--- src/rtl/switch_debounce_pkg.sv ---
// Board-level constants shared by the switch conditioning path.
// CLK_HZ sets the default debounce window of the top level.
package switch_debounce_pkg;

    localparam int unsigned CLK_HZ     = 10_000_000;
    localparam int unsigned DB_DEFAULT = CLK_HZ / 100;

endpackage

--- src/rtl/switch_debounce_bit.sv ---
// One switch lane: 2-FF synchroniser, stability counter,
// debounced level and registered rise/fall strobes.
module debounce_bit #(
    parameter int unsigned DB_CYCLES = 4
) (
    input  logic clk,
    input  logic rst,
    input  logic din,
    output logic dout,
    output logic rise,
    output logic fall
);

    localparam int unsigned CW = $clog2(DB_CYCLES);
    localparam logic [CW-1:0] CMAX = CW'(DB_CYCLES - 1);

    logic          r_s1;
    logic          r_s2;
    logic [CW-1:0] r_cnt;
    logic          r_db;
    logic          r_rise;
    logic          r_fall;

    always_ff @(posedge clk or posedge rst) begin
        if (rst) begin
            r_s1   <= 1'b0;
            r_s2   <= 1'b0;
            r_cnt  <= '0;
            r_db   <= 1'b0;
            r_rise <= 1'b0;
            r_fall <= 1'b0;
        end else begin
            r_s1   <= din;
            r_s2   <= r_s1;
            r_rise <= 1'b0;
            r_fall <= 1'b0;
            // Any return to the accepted level restarts qualification
            if (r_s2 == r_db) begin
                r_cnt <= '0;
            end else if (r_cnt < CMAX) begin
                r_cnt <= r_cnt + CW'(1);
            end else begin
                r_db   <= r_s2;
                r_cnt  <= '0;
                r_rise <= r_s2;
                r_fall <= ~r_s2;
            end
        end
    end

    assign dout = r_db;
    assign rise = r_rise;
    assign fall = r_fall;

endmodule

--- src/rtl/switch_debounce.sv ---
// Debounced DIP-switch bank: one debounce_bit lane per switch
// plus a bank-wide change strobe.
module switch_debounce
    import switch_debounce_pkg::*;
#(
    parameter int unsigned WIDTH     = 8,
    parameter int unsigned DB_CYCLES = DB_DEFAULT
) (
    input  logic             clk,
    input  logic             rst,
    input  logic [WIDTH-1:0] sw_raw,
    output logic [WIDTH-1:0] sw_db,
    output logic [WIDTH-1:0] sw_rise,
    output logic [WIDTH-1:0] sw_fall,
    output logic             sw_chg
);

    genvar g;
    generate
        for (g = 0; g < WIDTH; g++) begin : g_bit
            debounce_bit #(
                .DB_CYCLES(DB_CYCLES)
            ) u_bit (
                .clk (clk),
                .rst (rst),
                .din (sw_raw[g]),
                .dout(sw_db[g]),
                .rise(sw_rise[g]),
                .fall(sw_fall[g])
            );
        end
    endgenerate

    // OR of the lane strobe registers, so it lines up with sw_rise/sw_fall
    assign sw_chg = |(sw_rise | sw_fall);

endmodule

--- config.mk ---
export PLATFORM = sky130hd
export DESIGN_NAME = switch_debounce
export DESIGN_NICKNAME = d
export VERILOG_FILES = /design/src/rtl/switch_debounce_pkg.sv /design/src/rtl/switch_debounce_bit.sv /design/src/rtl/switch_debounce.sv
export SDC_FILE = /design/constraint.sdc
export NUM_CORES = 1
export LEC_CHECK = 0
export ABC_AREA = 1
export CORE_AREA = 2 2 140 156
export DETAILED_ROUTE_END_ITERATION = 8
export DIE_AREA = 0 0 142 158
export DONT_BUFFER_PORTS = 1
export GPL_TIMING_DRIVEN = 0
export SYNTH_ARGS = -nofsm -noshare
export SYNTH_HDL_FRONTEND = slang
export SYNTH_SLANG_ARGS = --single-unit
export TNS_END_PERCENT = 20
--- constraint.sdc ---
create_clock -name clk -period 17.7 [get_ports clk]
set_input_delay 2.655 -clock clk [delete_from_list [all_inputs] [get_ports clk]]
set_output_delay 2.655 -clock clk [all_outputs]
set_load 0.03 [all_outputs]
==> results.cfg, run 1 <==
[timing]
rsz0062_at_grt = false
fin_hold_ws_ns = 0.350
fin_crit_sh_pct = 27.1
min_period_ns = 4.80
maxSlewViolCount = 0
hold_violations = 0
slew_headroom_pct = 35.3
finalClockSkew_ns = 0.00855
tightest_slew_ns = 0.962
fmax_mhz = 208
tns_ns = 0
setup_violations = 0

[routing]
firstDrtPassIters = 4
postRouteWirelength_um = 16200
num_vias = 6810
drc = 0
wire_per_inst_um = 11.0
antenna_violating_nets_post_route = 0
drt_iter0_markers = 238
viasPerCell = 4.63

[place]
gp_congestion = 0.818
dp.cells = 1439
hpwlAfterDp_um = 11800
numPortBuffers = 0

[status]
outcome = complete, no violations

[clock_tree]
cts.path.max_buffers = 2
h-tree-depth = 4
cts.clk_slew.worst_paths_ns = 0.07
clk_latency_ns = 0.43
cts_inserted_buffers = 17
clock_sinks = 176
root_buffer = clkbuf_16
cts.hold.buffers_added = 0
cts_tree = yes
cts-resized-gates = 0
post_cts_buffers = 0

[floorplan]
dieArea_um2 = 22400
coreArea_um2 = 21000
num_rows = 56
initial_core_util_pct = 44.2
die_h_um = 158
io_pins = 35
die_w_um = 142

[synthesis]
avgSynthCellArea_um2 = 7.87
synth_ff_type = dfrtp_1
yosysTopAreaCell = dfrtp_1
ys_async_sr_fraction_pct = 100
syn_inst = 1177
synthTopCellsByArea = dfrtp_1, nor2_1, nand2_1
synth_edf_count = 0
yosysSeqAreaShare_pct = 47.5
syn_nets = 1195
yosys.area.top_type_share_pct = 47.5
synth-seq-cells = 176
ys_warn_count = 0
ys_types = 28
syn_area_um2 = 9270

[setup_path]
startpoint_type = flop
crit_slowest_cell = nor4_1
cp_slowest_stage_delay_ns = 0.83
crit_required_ns = 15.05
cp_max_fo = 2
crit_chain = nor4_1 > nand4_1
worstSetupEndpointType = output port
worstPathArrival_ns = 2.15
path_class = flop to output port

[layout]
final_common_cell = nor2_1
antenna_cells = 0
layout.cells.non_filler = 1470
drive_gt1_share_pct = 10.7
layout_common_cells = nor2_1, nand2_1, dfrtp_1
nets = 1215
area_growth_pct = 11.2

[global_route]
grt.total_usage_pct = 15.8
grt_antenna_before_repair = 0
grt_max_degree = 129
grt_pass1_vias = 6568
grt_overflow = 0
grt_pass1_wl_um = 28900

[min_path]
worstHoldPathType = flop to flop

[pwr]
vdd_drop_max_mv = 0.0664
pwr_density_cell_nw_per_um2 = 83.5
leakagePower_uw = 0.00462

[run]
cap_viol_max_count = 0
-- cell usage after synthesis, types with 5 or more instances --
| cell | instances |
|---|---|
| nand3_2 | 6 |
| nand2_4 | 5 |
| inv_2 | 6 |
| nand3_1 | 51 |
| o21ai_0 | 22 |
| nor2_1 | 297 |
| buf_6 | 8 |
| dfrtp_1 | 176 |
| xor2_1 | 56 |
| nor2_2 | 25 |
| nor2_4 | 13 |
| nand4_1 | 13 |
| ha_1 | 8 |
| nor3_1 | 23 |
| buf_4 | 24 |
| nand2_1 | 264 |
| inv_1 | 124 |
| xnor2_1 | 26 |
| o21bai_1 | 7 |
| nand2_2 | 8 |
-- path summary, 6_finish.rpt --
check,startpoint,endpoint,slack [ns],cells after the start
worst max-delay path,g_bit[4].u_bit.fall,sw_chg,12.90,2
worst min-delay path,g_bit[6].u_bit.r_s1,g_bit[6].u_bit.r_s2,0.35,0
worst max register to register,g_bit[3].u_bit.r_cnt[0],g_bit[3].u_bit.r_cnt[12],16.20,7
worst min register to register,g_bit[6].u_bit.r_s1,g_bit[6].u_bit.r_s2,0.35,0
max in group asynchronous,rst,g_bit[7].u_bit.r_cnt[2],14.69,2
min in group asynchronous,rst,g_bit[4].u_bit.r_cnt[9],2.07,1
-- sequential cells by signal (all words and copies together), names as in the netlist --
name	flops
g_bit.u_bit.fall	8
g_bit.u_bit.rise	8
g_bit.u_bit.r_s1	8
g_bit.u_bit.r_s2	8
g_bit.u_bit.dout	8
g_bit.u_bit.r_cnt	136
-- stage by stage --
step	total power, uW	setup WS [ns]	util [%]	instance area, um2
after floorplan	442	10.27	-	9270
after global placement	448	8.16	45.8	9590
after detailed placement	449	13.31	46.0	9630
after CTS	874	12.83	49.2	10300
after global routing	897	12.81	49.2	10300
final	860	12.90	49.2	10300
-- where the power goes --
part	internal (uW)	total, uW	switching [uW]
registers	409	414	5.23
clock network	268	419	151
logic	8.28	26.8	18.5
total	685	860	175
-- area by class of cell --
| type | count | area (um2) |
|---|---|---|
| fill | 2059 | 10700 |
| sequential | 176 | 4400 |
| multi-input combinational | 839 | 4100 |
| inverter | 130 | 495 |
| clock buffer | 22 | 494 |
| tap | 261 | 327 |
| buffer | 32 | 270 |
| clock inverter | 9 | 178 |
| timing repair buffer | 1 | 27.5 |
-- metal layers --
layer	GRT usage (%)	up-vias	wire length, um
met5	0	-	0
met4	5.90	0	227
met3	2.90	16	346
met2	27.3	57	7690
met1	19.8	3117	7940
li1	-	3620	-
-- kinds of logic (layout without fill, tap and decap cells) --
family	Yosys count	count (layout)	share of synthesized area (%)
xor+xnor	82	82	7.75
compound gates	34	34	2.11
simple gates	715	715	33.4
fa+ha+maj	8	8	1.08
buf+inv	162	194	8.18
flops	176	176	47.5
-- worst max-delay path: cells and delay by family, from the launching register on --
family	cells	cell delay, ns
DFF	1	0.39
and+or+nand+nor	2	1.32
Power figures use the tool's default switching activity.
==> inputs of run 2 (changes only) <==
==> constraint.sdc (replaced) <==
create_clock -name clk -period 4.1 [get_ports clk]
set_input_delay 0.615 -clock clk [delete_from_list [all_inputs] [get_ports clk]]
set_output_delay 0.615 -clock clk [all_outputs]
set_load 0.03 [all_outputs]
==> run 2 against run 1 <==
  * Non-clock buffer count increased by 4
  * Sequential share of layout area rose by 0.094 points
  * Sequential power rose to 4.3 times the previous value
  * Clock skew increased by 0.0013 ns
  * Design area shrank 0.22%
  * Clock power rose to 3.8 times the previous value
  * Wire length rose by 1.4%
  * Register-to-register slack worse by 14 ns
  * Worst hold slack got worse by 0.32 ns
  * Critical path type unchanged
  * Largest cell class unchanged
  * Highest routed layer unchanged
==> results.cfg, run 2 (synthesis gave the netlist of run 1 again) <==
[setup_path]
rr_worst_depth = 8
path_class = flop to output port
startpoint = g_bit[4].u_bit.fall
worstPathArrival_ns = 2.20
r2r_slack_ns = 2.59
crit_chain = nor4_1 > nand4_1
r2r-start = g_bit[5].u_bit.r_cnt[11]
rr_endpoint = g_bit[5].u_bit.r_cnt[6]
cp_slowest_stage_delay_ns = 0.88
crit_slowest_cell = nor4_1
startpoint_type = flop
endpoint = sw_chg
crit_required_ns = 3.48
cp_max_fo = 2
worstSetupEndpointType = output port

[global_route]
grt.total_usage_pct = 16.1
gr-usage-met2_pct = 27.3
grt_overflow = 0
grt_pass1_wl_um = 29600
grt_max_degree = 40
grt_util_met1_pct = 21.1
top_usage_layer = met2
grt_pass1_vias = 6626
grt_use_met3_pct = 2.75
grt_antenna_before_repair = 0

[layout]
regMostFlops = g_bit.u_bit.r_cnt
drive_gt1_share_pct = 11.0
nets = 1219
fill_cells = 2074
layout.area.seq_um2 = 4400
final_common_cell = nor2_1
final_core_util_pct = 49.1
layout_common_cells = nor2_1, nand2_1, dfrtp_1
antenna_cells = 0
largest_register_ffs = 136
multi_input_area_um2 = 4100
area_growth_pct = 10.9

[timing]
maxSlewViolCount = 0
setup_ws_ns = 1.28
tightest_slew_ns = 1.01
fin_crit_sh_pct = 68.7
fmax_mhz = 355
rsz0062_at_grt = false
fin_hold_ws_ns = 0.0346
finalClockSkew_ns = 0.00986
setup_violations = 0
tns_ns = 0
slew_headroom_pct = 31.8
min_period_ns = 2.82
hold_violations = 0

[place]
hpwlAfterDp_um = 12400
dp_slack_ns = 1.76
numPortBuffers = 0
gp_congestion = 0.820

[routing]
wire_per_inst_um = 11.1
num_vias = 6787
viasPerCell = 4.60
postRouteWirelength_um = 16400
drc = 0
antenna_violating_nets_post_route = 0
firstDrtPassIters = 4
drt_iter0_markers = 301

[floorplan]
coreArea_um2 = 21000
die_w_um = 142
dieArea_um2 = 22400
die_h_um = 158
num_rows = 56
initial_core_util_pct = 44.2
io_pins = 35

[pwr]
vdd_drop_max_mv = 0.239
p_total_uw = 3490
leakagePower_uw = 0.00460
pwr_density_cell_nw_per_um2 = 339

[clock_tree]
root_buffer = clkbuf_16
h-tree-depth = 4
cts.clk_slew.worst_paths_ns = 0.07
clock_sinks = 176
cts.path.max_buffers = 2
cts.hold.buffers_added = 0
clk_latency_ns = 0.43
cts_inserted_buffers = 17
cts_tree = yes
post_cts_buffers = 0
cts-resized-gates = 0

[status]
outcome = complete, no violations

[run]
cap_viol_max_count = 0

[min_path]
worstHoldPathType = input pin to async pin
[run 2: cell types whose count changed in the layout (fill, tap and decap cells not counted), sizes merged]
cell      change
buf           +4
bufinv        -4
clkbuf        -3
clkinv        +4
clkinvlp      +1
inv           +3
[run 2: where the power goes]
group | leakage (uW) | total, uW | switching [uW] | internal, uW
clock network | 0.000277 | 1580 | 699 | 879
registers | 0.00240 | 1790 | 22.6 | 1760
logic | 0.00193 | 125 | 82.1 | 42.5
[run 2: per-stage QoR]
stage	cell area (um2)	cells
detailed placement	9700	1443
CTS	10300	1475
finish	10300	1475
global route	10300	1475
global placement	9600	1438
floorplan	9270	1177
[run 2: how the worst min path moves through the flow]
stage / end / cells after the start / slack [ns]
finish: g_bit[2].u_bit.r_cnt[4] / 1 / 0.03
floorplan: g_bit[0].u_bit.r_s2 / 0 / 0.33
global route: g_bit[2].u_bit.r_cnt[4] / 1 / 0.03
CTS: g_bit[2].u_bit.r_cnt[4] / 1 / 0.03
detailed placement: g_bit[5].u_bit.r_s2 / 0 / 0.34
global placement: g_bit[1].u_bit.r_s2 / 0 / 0.33
[run 2: routing by layer]
layer | up-vias | share of wire (%)
li1 | 3632 | -
met1 | 3081 | 49
met2 | 57 | 47
met3 | 17 | 2.1
met4 | 0 | 1.3
met5 | - | 0
[run 2: cell type report]
type / count / share of cell area [%]
Buffer: 32 / 2.63
Clock buffer: 19 / 4.41
Clock inverter: 13 / 1.24
Inverter: 130 / 4.78
Multi-Input combinational cell: 839 / 39.9
Sequential cell: 176 / 42.9
Tap cell: 261 / 3.18
Timing Repair Buffer: 5 / 0.974
[run 2: worst max-delay path: cells and delay by family (launching register included)]
kind             cells  cell delay, ns
AND/OR/NAND/NOR      2            1.38
flip-flops           1            0.40
